## src/rtl/seg7_decode_capture.sv

```systemverilog
// seg7_decode_capture: samples a multiplexed active-low seven-segment bus, debounces
// each digit, decodes it back to hex and hands complete frames off via valid/ack.
`timescale 1ns/1ps

module seg7_digit_track #(
   parameter int STABLE_COUNT = 3
) (
   input  logic       clk,
   input  logic       rst_n,
   input  logic       en,
   input  logic [6:0] seg,
   output logic       commit
);
   logic [6:0] cand;
   logic [3:0] cnt;
   logic       same;

   assign same = (seg == cand);
   // Fires once, on the sample that brings the run of identical samples to STABLE_COUNT.
   assign commit = en && (same ? (cnt == 4'(STABLE_COUNT - 1)) : (STABLE_COUNT == 1));

   always_ff @(posedge clk) begin
      if (!rst_n) begin
         cand <= 7'h7F;
         cnt  <= '0;
      end else if (en) begin
         if (!same) begin
            cand <= seg;
            cnt  <= 4'd1;
         end else if (cnt != 4'(STABLE_COUNT)) begin
            cnt <= cnt + 4'd1;
         end
      end
   end
endmodule

module seg7_decode_capture #(
   parameter int NUM_DIGITS   = 8,
   parameter int STABLE_COUNT = 3
) (
   input  logic                    clk,
   input  logic                    rst_n,
   input  logic [6:0]              seg_in,
   input  logic [2:0]              seg_idx,
   input  logic                    seg_valid,
   output logic [4*NUM_DIGITS-1:0] hex_out,
   output logic [NUM_DIGITS-1:0]   digit_ok,
   output logic                    err,
   output logic                    frame_valid,
   input  logic                    frame_ack
);
   typedef enum logic {COLLECT, READY} state_t;
   state_t state, state_nxt;

   logic                  s1_vld;
   logic [6:0]            s1_seg;
   logic [2:0]            s1_idx;
   logic                  in_range, legal, blank, commit_en;
   logic [3:0]            nib;
   logic [NUM_DIGITS-1:0] commit, done_mask, done_nxt;

   always_ff @(posedge clk) begin
      if (!rst_n) begin
         s1_vld <= 1'b0;
         s1_seg <= 7'h7F;
         s1_idx <= '0;
      end else begin
         s1_vld <= seg_valid;
         s1_seg <= seg_in;
         s1_idx <= seg_idx;
      end
   end

   assign in_range = (4'(s1_idx) < 4'(NUM_DIGITS));

   generate
      for (genvar i = 0; i < NUM_DIGITS; i++) begin : g_dig
         seg7_digit_track #(.STABLE_COUNT(STABLE_COUNT)) u_trk (
            .clk    (clk),
            .rst_n  (rst_n),
            .en     (s1_vld && (s1_idx == 3'(i))),
            .seg    (s1_seg),
            .commit (commit[i])
         );
      end
   endgenerate

   always_comb begin
      legal = 1'b1;
      blank = 1'b0;
      nib   = 4'h0;
      case (s1_seg)
         7'h40: nib = 4'h0;
         7'h79: nib = 4'h1;
         7'h24: nib = 4'h2;
         7'h30: nib = 4'h3;
         7'h19: nib = 4'h4;
         7'h12: nib = 4'h5;
         7'h02: nib = 4'h6;
         7'h78: nib = 4'h7;
         7'h00: nib = 4'h8;
         7'h10: nib = 4'h9;
         7'h08: nib = 4'hA;
         7'h03: nib = 4'hB;
         7'h46: nib = 4'hC;
         7'h21: nib = 4'hD;
         7'h06: nib = 4'hE;
         7'h0E: nib = 4'hF;
         7'h7F: begin legal = 1'b0; blank = 1'b1; end
         default: legal = 1'b0;
      endcase
   end

   // Commits are only honoured while collecting; in READY the frame is frozen.
   assign commit_en   = (state == COLLECT) && (|commit);
   assign done_nxt    = done_mask | commit;
   assign frame_valid = (state == READY);

   always_comb begin
      state_nxt = state;
      case (state)
         COLLECT: if (commit_en && (&done_nxt)) state_nxt = READY;
         READY:   if (frame_ack) state_nxt = COLLECT;
         default: state_nxt = COLLECT;
      endcase
   end

   always_ff @(posedge clk) begin
      if (!rst_n) state <= COLLECT;
      else        state <= state_nxt;
   end

   always_ff @(posedge clk) begin
      if (!rst_n) begin
         hex_out   <= '0;
         digit_ok  <= '0;
         done_mask <= '0;
         err       <= 1'b0;
      end else begin
         err <= (s1_vld && !in_range) || (commit_en && !legal && !blank);
         if (commit_en) begin
            for (int i = 0; i < NUM_DIGITS; i++) begin
               if (commit[i]) begin
                  digit_ok[i] <= legal;
                  if (legal)      hex_out[4*i +: 4] <= nib;
                  else if (blank) hex_out[4*i +: 4] <= 4'h0;
               end
            end
            done_mask <= done_nxt;
         end else if ((state == READY) && frame_ack) begin
            done_mask <= '0;
         end
      end
   end
endmodule

```

## config.mk

```make
export PLATFORM = sky130hd
export DESIGN_NAME = seg7_decode_capture
export DESIGN_NICKNAME = d
export VERILOG_FILES = /design/src/rtl/seg7_decode_capture.sv
export SDC_FILE = /design/constraint.sdc
export NUM_CORES = 1
export LEC_CHECK = 0
export CAP_MARGIN = 5
export CORE_UTILIZATION = 45
export DETAILED_ROUTE_END_ITERATION = 12
export DONT_BUFFER_PORTS = 1
export GPL_ROUTABILITY_DRIVEN = 0
export PLACE_DENSITY = 0.64
export SKIP_LAST_GASP = 1
export SLEW_MARGIN = 20
export SYNTH_ARGS = -nofsm -noshare
export SYNTH_HDL_FRONTEND = slang
export SYNTH_HIERARCHICAL = 1
export SYNTH_SLANG_ARGS = --single-unit
```

## constraint.sdc

```tcl
create_clock -name clk -period 3.5 [get_ports clk]
set_clock_uncertainty 0.1 [all_clocks]
set_input_delay 0.7 -clock clk [delete_from_list [all_inputs] [get_ports clk]]
set_output_delay 0.7 -clock clk [all_outputs]
set_load 0.05 [all_outputs]
```

==> summary.txt, run 1 <==
Status
  • Status: complete, no violations

Floorplanning
  • Top-level I/O count: between 50 and 60
  • Die ar.: ~17000 um^2
  • Die Ht: around 130 um
  • Starting Density: 0.4614
  • Core Box Area: around 16000 um^2
  • Die X: about 130 um
  • Row cnt: 46

Synth
  • Most used DFF post-synth: dfxtp_1
  • Synth top area share: 0.4070
  • Area contributors post-synth: dfxtp_1 41%, mux2i_1 8.7%, nand2_1 5.1%, xnor2_1 4.9%, nor2_1 2.9%
  • Ys async rst share: 0
  • Post-synthesis cell area: around 7300 um^2
  • Post-synth top cells: 149 x dfxtp_1, 99 x nand2_1, 64 x mux2i_1, 57 x nor2_1, 41 x xnor2_1
  • Syn Area/Cell: 9.220 um^2
  • Post-synth EDFFs: 0
  • Biggest area consumer among synthesized cells: dfxtp_1
  • Seq cells post-synth: between 100 and 150
  • Most numerous cell in the Yosys netlist: dfxtp_1
  • Synth cell types: 56
  • Yosys warns: 6
  • Seq/Total Area, Yosys: 0.4070
  • Post-Synthesis Cells: approximately 800
  • Post-Syn Nets: between 800 and 900

Routing
  • Drt drc: 0
  • Post-route ant nets: 0
  • First-pass DRT Iterations: 5
  • Wire per inst: around 16 um
  • WL final: about 17000 um
  • DRT iter0 DRCs: about 350
  • Via/cell ratio: between 5 and 6
  • Via count: slightly below 6000

STA
  • Post-route minimum period: around 3.2 ns
  • Post-route clock period utilization: 0.9102
  • Hold Vio Cnt, Final: 0
  • TNS Setup: 0 ns
  • RSZ-0062 raised after global routing: no
  • Slew Viols, Final: 0
  • FMAX: 0.3139 GHz
  • Slew margin rel.: 0.2779
  • Slew @ Worst Pin: about 1.1 ns
  • Final setup fails: 0

Worst setup path
  • Kind of critical path: reg2reg
  • CP Data Arrival Time: approximately 3.4 ns
  • Critical Path RT: ~3.8 ns
  • Crit path max fanout: 20
  • Worst setup SP type: register
  • Worst setup EP type: register

Finish
  • Layout cell share with drive strength beyond 1: 0.1078
  • P&R area growth vs syn: 12.19%
  • Layout Utilization: 0.5176
  • Final #Nets: approximately 830
  • Antenna diode count: 0

Job
  • Maxcap violations: 0

Clock tree
  • Depth of the CTS H-tree: 4
  • PostCTS Resize Cnt: 0
  • CTS tree: built
  • CTS root buf: clkbuf_16
  • Post-CTS Setup Repair Bufs: 0
  • Clock sink count: 149
  • Num CTS Buffers: 17
  • Clock transition at path regs: roughly 0.06 ns
  • Post-CTS Hold Buffers: 0
  • Worst skew pair latency: roughly 0.42 ns
  • Clk buf depth: 2

Placement
  • Post-DP HPWL: between 10000 and 15000 um
  • IO buf count: 0

Global routing
  • GRT Total Usage: 0.2023
  • Grt ovf: 0
  • Vias in the first global route: roughly 5400
  • First-pass GRT wire length: ~27000 um
  • Largest net degree at the start of global routing: about 150
  • Initial antenna violation count: 0

Min path
  • Min-Delay Path Class: in2reg

Pwr
  • Worst VDD drop: ~0.00037 V
  • Power density over the cells: 470.4 nW/um^2
  • Pleak: 0.002920 uW
## layout make-up
| cell class | count | area, um^2 |
|---|---|---|
| Clock inverter | 13 | 177.7 |
| Tap cell | 216 | 270.3 |
| Timing Repair Buffer | 25 | 187.7 |
| Fill cell | 1508 | 7662 |
| Multi-Input combinational cell | 588 | 4069 |
| Inverter | 22 | 82.58 |
| Clock buffer | 19 | 452.9 |
| Sequential cell | 149 | 2983 |
## per-layer routing
layer	vias up	track usage	wire length (um)
li1	2864	-	-
met1	2772	0.2609	7573
met2	112	0.3353	8053
met3	20	0.04294	657
met4	0	0.06840	268
met5	-	0	0
## layout by cell type (no fill, tap or decap), types with 7 or more instances in the layout
| cell | n |
|---|---|
| nor2_1 | 57 |
| nand2b_1 | 25 |
| nor3_1 | 10 |
| nor2b_1 | 18 |
| a31oi_1 | 12 |
| ha_1 | 16 |
| o22ai_1 | 27 |
| xnor2_1 | 41 |
| clkbuf_16 | 17 |
| buf_4 | 25 |
| o21ai_0 | 8 |
| nand3b_1 | 9 |
| nor4_1 | 12 |
| mux2i_1 | 64 |
| nand4_1 | 8 |
| nor4b_1 | 8 |
| nand3_1 | 28 |
| a21oi_1 | 11 |
| xor2_1 | 22 |
| dfxtp_1 | 149 |
| inv_1 | 21 |
| nand2_1 | 99 |
| a211oi_1 | 7 |
## path summary, 6_finish.rpt
path                                             start                      to  slack, ns  cells after the start
worst max-delay path                         s1_seg[2]             hex_out[14]       0.31                      7
worst min-delay path                         seg_in[1]               s1_seg[1]       0.27                      1
worst max register to register               s1_seg[2]             hex_out[14]       0.31                      7
worst min register to register  g_dig[1].u_trk/cand[3]  g_dig[1].u_trk/cand[3]       0.39                      2
## critical path, stage by stage (launching register included)
cell and delay, ns:
dfxtp_1 0.73, buf_4 0.36, xnor2_1 0.15, nand3_1 0.25, nor3_1 0.69, nand2b_1 0.21
a31oi_1 0.38, mux2i_1 0.24
## registers in the layout, indices dropped and copies added (netlist names)
| signal | count |
|---|---|
| s1_seg | 7 |
| hex_out | 32 |
| frame_valid | 1 |
| s1_idx | 3 |
| err | 1 |
| digit_ok | 8 |
| g_dig.u_trk/cand | 56 |
| done_mask | 8 |
| g_dig.u_trk/cnt | 32 |
| s1_vld | 1 |
## stage by stage
step           cells  hold slack (ns)  power (uW)  setup WS, ns  area, um^2
2_1_floorplan    795           0.3574        1942        0.8643        7330
3_3_place_gp    1000           0.3718        1963        0.4342        7592
3_5_place_dp    1000           0.3790        1972        0.4064        7592
4_1_cts         1032           0.2603        3898        0.3843        8223
5_1_grt         1032           0.2584        3994        0.1560        8223
6_report        1032           0.2733        3868        0.3141        8223
## cell families after synthesis
family / Yosys count / share of synthesized area
muxes: 64 / 0.08740
and+or+nand+nor: 314 / 0.2305
buffers and inverters: 58 / 0.03790
xor gates and xnor gates: 63 / 0.07528
AOI/OAI and AO/OA: 131 / 0.1347
adders and majority gates: 16 / 0.02731
DFF: 149 / 0.4070
## power by group
part	leakage, uW	internal [uW]	switching, uW
Combinational	0.00140	76.8	127
Clock	0.000309	1230	706
Sequential	0.00121	1710	21.9
Total	0.00292	3010	854
Note: power is estimated with default switching activity, not from simulation.
==> inputs of run 2 (changes only) <==
--- a/config.mk
+++ b/config.mk
@@ -6,11 +6,13 @@
 export NUM_CORES = 1
 export LEC_CHECK = 0
 export CAP_MARGIN = 5
+export CELL_PAD_IN_SITES_DETAIL_PLACEMENT = 0
+export CELL_PAD_IN_SITES_GLOBAL_PLACEMENT = 1
 export CORE_UTILIZATION = 45
 export DETAILED_ROUTE_END_ITERATION = 12
 export DONT_BUFFER_PORTS = 1
 export GPL_ROUTABILITY_DRIVEN = 0
-export PLACE_DENSITY = 0.64
+export PLACE_DENSITY = 0.78
 export SKIP_LAST_GASP = 1
 export SLEW_MARGIN = 20
 export SYNTH_ARGS = -nofsm -noshare
==> run 2 against run 1 <==
Net effect: critical path depth is 1 lower; sequential share of layout area shrank 0.30 points; flip-flop and latch count did not move; cell area grew 0.82%; core utilization rose by 0.43 points; cell count increased by 0.78%; worst setup slack better by 0.011 ns; first-iteration DRC count up 9.0%; critical endpoint is now hex_out[15]; largest power group unchanged; highest routed layer unchanged.
==> summary.txt, run 2 (synthesized netlist as in run 1, its figures left out) <==
Finish
  • Fin area: 8290 um^2 (was 8223 um^2)
  • Commonest non-fill, non-tap cell in the layout: dfxtp_1 (unchanged)
  • Layout cell share with drive strength beyond 1: 0.1142 (was 0.1078)
  • P&R area growth vs syn: 13.11% (was 12.19%)
  • Largest regs: g_dig.u_trk/cand: 56 flops, g_dig.u_trk/cnt: 32 flops, hex_out: 32 flops (unchanged)
  • Max FFs per register: 56 (unchanged)
  • Final #Nets: 840 (was 833)
  • Largest Register: g_dig.u_trk/cand (unchanged)
  • Commonest cells after routing, fill and taps aside: 149 x dfxtp_1, 99 x nand2_1, 64 x mux2i_1, 57 x nor2_1, 41 x xnor2_1 (unchanged)

STA
  • Slew margin rel.: 0.4189 (was 0.2779)
  • Hold Vio Cnt, Final: 0 (unchanged)
  • Post-route clock period utilization: 0.9071 (was 0.9102)
  • Slew @ Worst Pin: 0.8705 ns (was 1.082 ns)
  • Worst hold slack: 0.2626 ns (was 0.2733 ns)
  • Slew Viols, Final: 0 (unchanged)
  • TNS Setup: 0 ns (unchanged)
  • Post-route minimum period: 3.175 ns (was 3.186 ns)
  • RSZ-0062 raised after global routing: no (unchanged)
  • FMAX: 0.3150 GHz (was 0.3139 GHz)
  • Final setup fails: 0 (unchanged)

Job
  • Maxcap violations: 0 (unchanged)

Global routing
  • Vias in the first global route: 5505 (was 5385)
  • Initial antenna violation count: 1 (was 0)
  • Grt ovf: 0 (unchanged)
  • Largest net degree at the start of global routing: 154 (unchanged)
  • GRT Total Usage: 0.2185 (was 0.2023)
  • First-pass GRT wire length: 28320 um (was 26670 um)

Floorplanning
  • Die X: 129.6 um (unchanged)
  • Row cnt: 46 (unchanged)
  • Top-level I/O count: 56 (unchanged)
  • Core Box Area: 15890 um^2 (unchanged)
  • Starting Density: 0.4614 (unchanged)
  • Die Ht: 129.6 um (unchanged)
  • Die ar.: 16800 um^2 (unchanged)

Clock tree
  • Depth of the CTS H-tree: 4 (unchanged)
  • Clock sink count: 149 (unchanged)
  • CTS root buf: clkbuf_16 (unchanged)
  • PostCTS Resize Cnt: 0 (unchanged)
  • Clk buf depth: 2 (unchanged)
  • Worst skew pair latency: 0.42 ns (about the same)
  • CTS tree: built (unchanged)
  • Num CTS Buffers: 17 (unchanged)
  • Post-CTS Hold Buffers: 0 (unchanged)
  • Clock transition at path regs: 0.06 ns (about the same)
  • Post-CTS Setup Repair Bufs: 0 (unchanged)

Routing
  • WL final: 17630 um (was 16550 um)
  • First-pass DRT Iterations: 5 (unchanged)
  • Post-route ant nets: 0 (unchanged)
  • Via count: 5863 (was 5768)
  • DRT iter0 DRCs: 386 (was 354)
  • Drt drc: 0 (unchanged)
  • Wire per inst: 16.95 um (was 16.04 um)
  • Via/cell ratio: 5.638 (was 5.589)

Placement
  • IO buf count: 0 (unchanged)
  • Placed Area: 7645 um^2 (was 7592 um^2)
  • Post-DP HPWL: 12030 um (was 11040 um)

Worst setup path
  • FF-to-FF path depth: 6 (was 7)
  • Kind of critical path: reg2reg (unchanged)
  • FF-to-FF End: hex_out[15] (was hex_out[14])
  • R2r setup slk: 0.33 ns (was 0.31 ns)
  • Worst setup SP type: register (unchanged)
  • Worst setup EP type: register (unchanged)
  • Critical Path RT: 3.68 ns (was 3.75 ns)
  • Crit path capture: hex_out[15] (was hex_out[14])
  • R2r startpoint: s1_seg[2] (unchanged)
  • Crit path max fanout: 16 (was 20)
  • CP Data Arrival Time: 3.35 ns (was 3.44 ns)
  • Crit path from: s1_seg[2] (unchanged)

Pwr
  • Power, Total: 3926 uW (was 3868 uW)
  • Worst VDD drop: 0.0003583 V (was 0.0003658 V)
  • Power density over the cells: 473.5 nW/um^2 (was 470.4 nW/um^2)
  • Pleak: 0.002943 uW (was 0.002920 uW)

Status
  • Status: complete, no violations (unchanged)

Min path
  • Min-Delay Path Class: in2reg (unchanged)
  • Hold Path Cell Cnt: 1 (unchanged)
## run 2: changes by cell type in the layout (fill, tap and decap cells not counted)
| cell | change |
|---|---|
| buf_4 | +7 |
| clkbuf_1 | +1 |
| clkbuf_8 | +1 |
| clkinv_2 | -4 |
| clkinvlp_4 | +2 |
| diode_2 | +1 |
## run 2: power by group
group | internal, uW | leakage (uW) | switching [uW]
logic | 83.0 | 0.00143 | 125
clock network | 1250 | 0.000302 | 729
registers | 1710 | 0.00121 | 26.3
## run 2: worst max-delay path, cell delays in order, from the launching register on
cell and delay [ns]:
dfxtp_1 0.89, xnor2_1 0.21, nand3_1 0.25, nor3_1 0.71
nand2b_1 0.20, a31oi_1 0.49, o22ai_1 0.17
## run 2: layer usage
| layer | GRT usage | part of all wire |
|---|---|---|
| met1 | 0.2922 | 0.46 |
| met5 | 0 | 0 |
| met2 | 0.3300 | 0.46 |
| met3 | 0.05698 | 0.049 |
| met4 | 0.09781 | 0.028 |
## run 2: layout make-up
cell class	instances	area, um^2
clock buffers	21	470.5
clock inverters	11	172.7
repair buffers	32	240.2
flip-flops and latches	149	2983
fillers	1461	7595
inverters	22	82.58
multi-input cells	588	4069
well taps	216	270.3
diodes	1	2.502
## run 2: how the worst min path moves through the flow
stage | start | slack, ns | to
detailed placement | done_mask[4] | 0.38 | done_mask[4]
global route | rst_n | 0.23 | g_dig[5].u_trk/cand[0]
finish | rst_n | 0.26 | g_dig[3].u_trk/cand[6]
global placement | done_mask[7] | 0.37 | done_mask[7]
floorplan | done_mask[0] | 0.36 | done_mask[0]
CTS | rst_n | 0.23 | g_dig[2].u_trk/cand[6]
## run 2: metrics by stage
step             util  worst slack [ns]  cells
6_report       0.5219            0.3251   1040
5_1_grt        0.5219            0.1234   1040
4_1_cts        0.5217            0.3697   1039
3_5_place_dp   0.4813            0.3971   1007
3_3_place_gp   0.4813            0.4610   1007
2_1_floorplan       -            0.8643    795
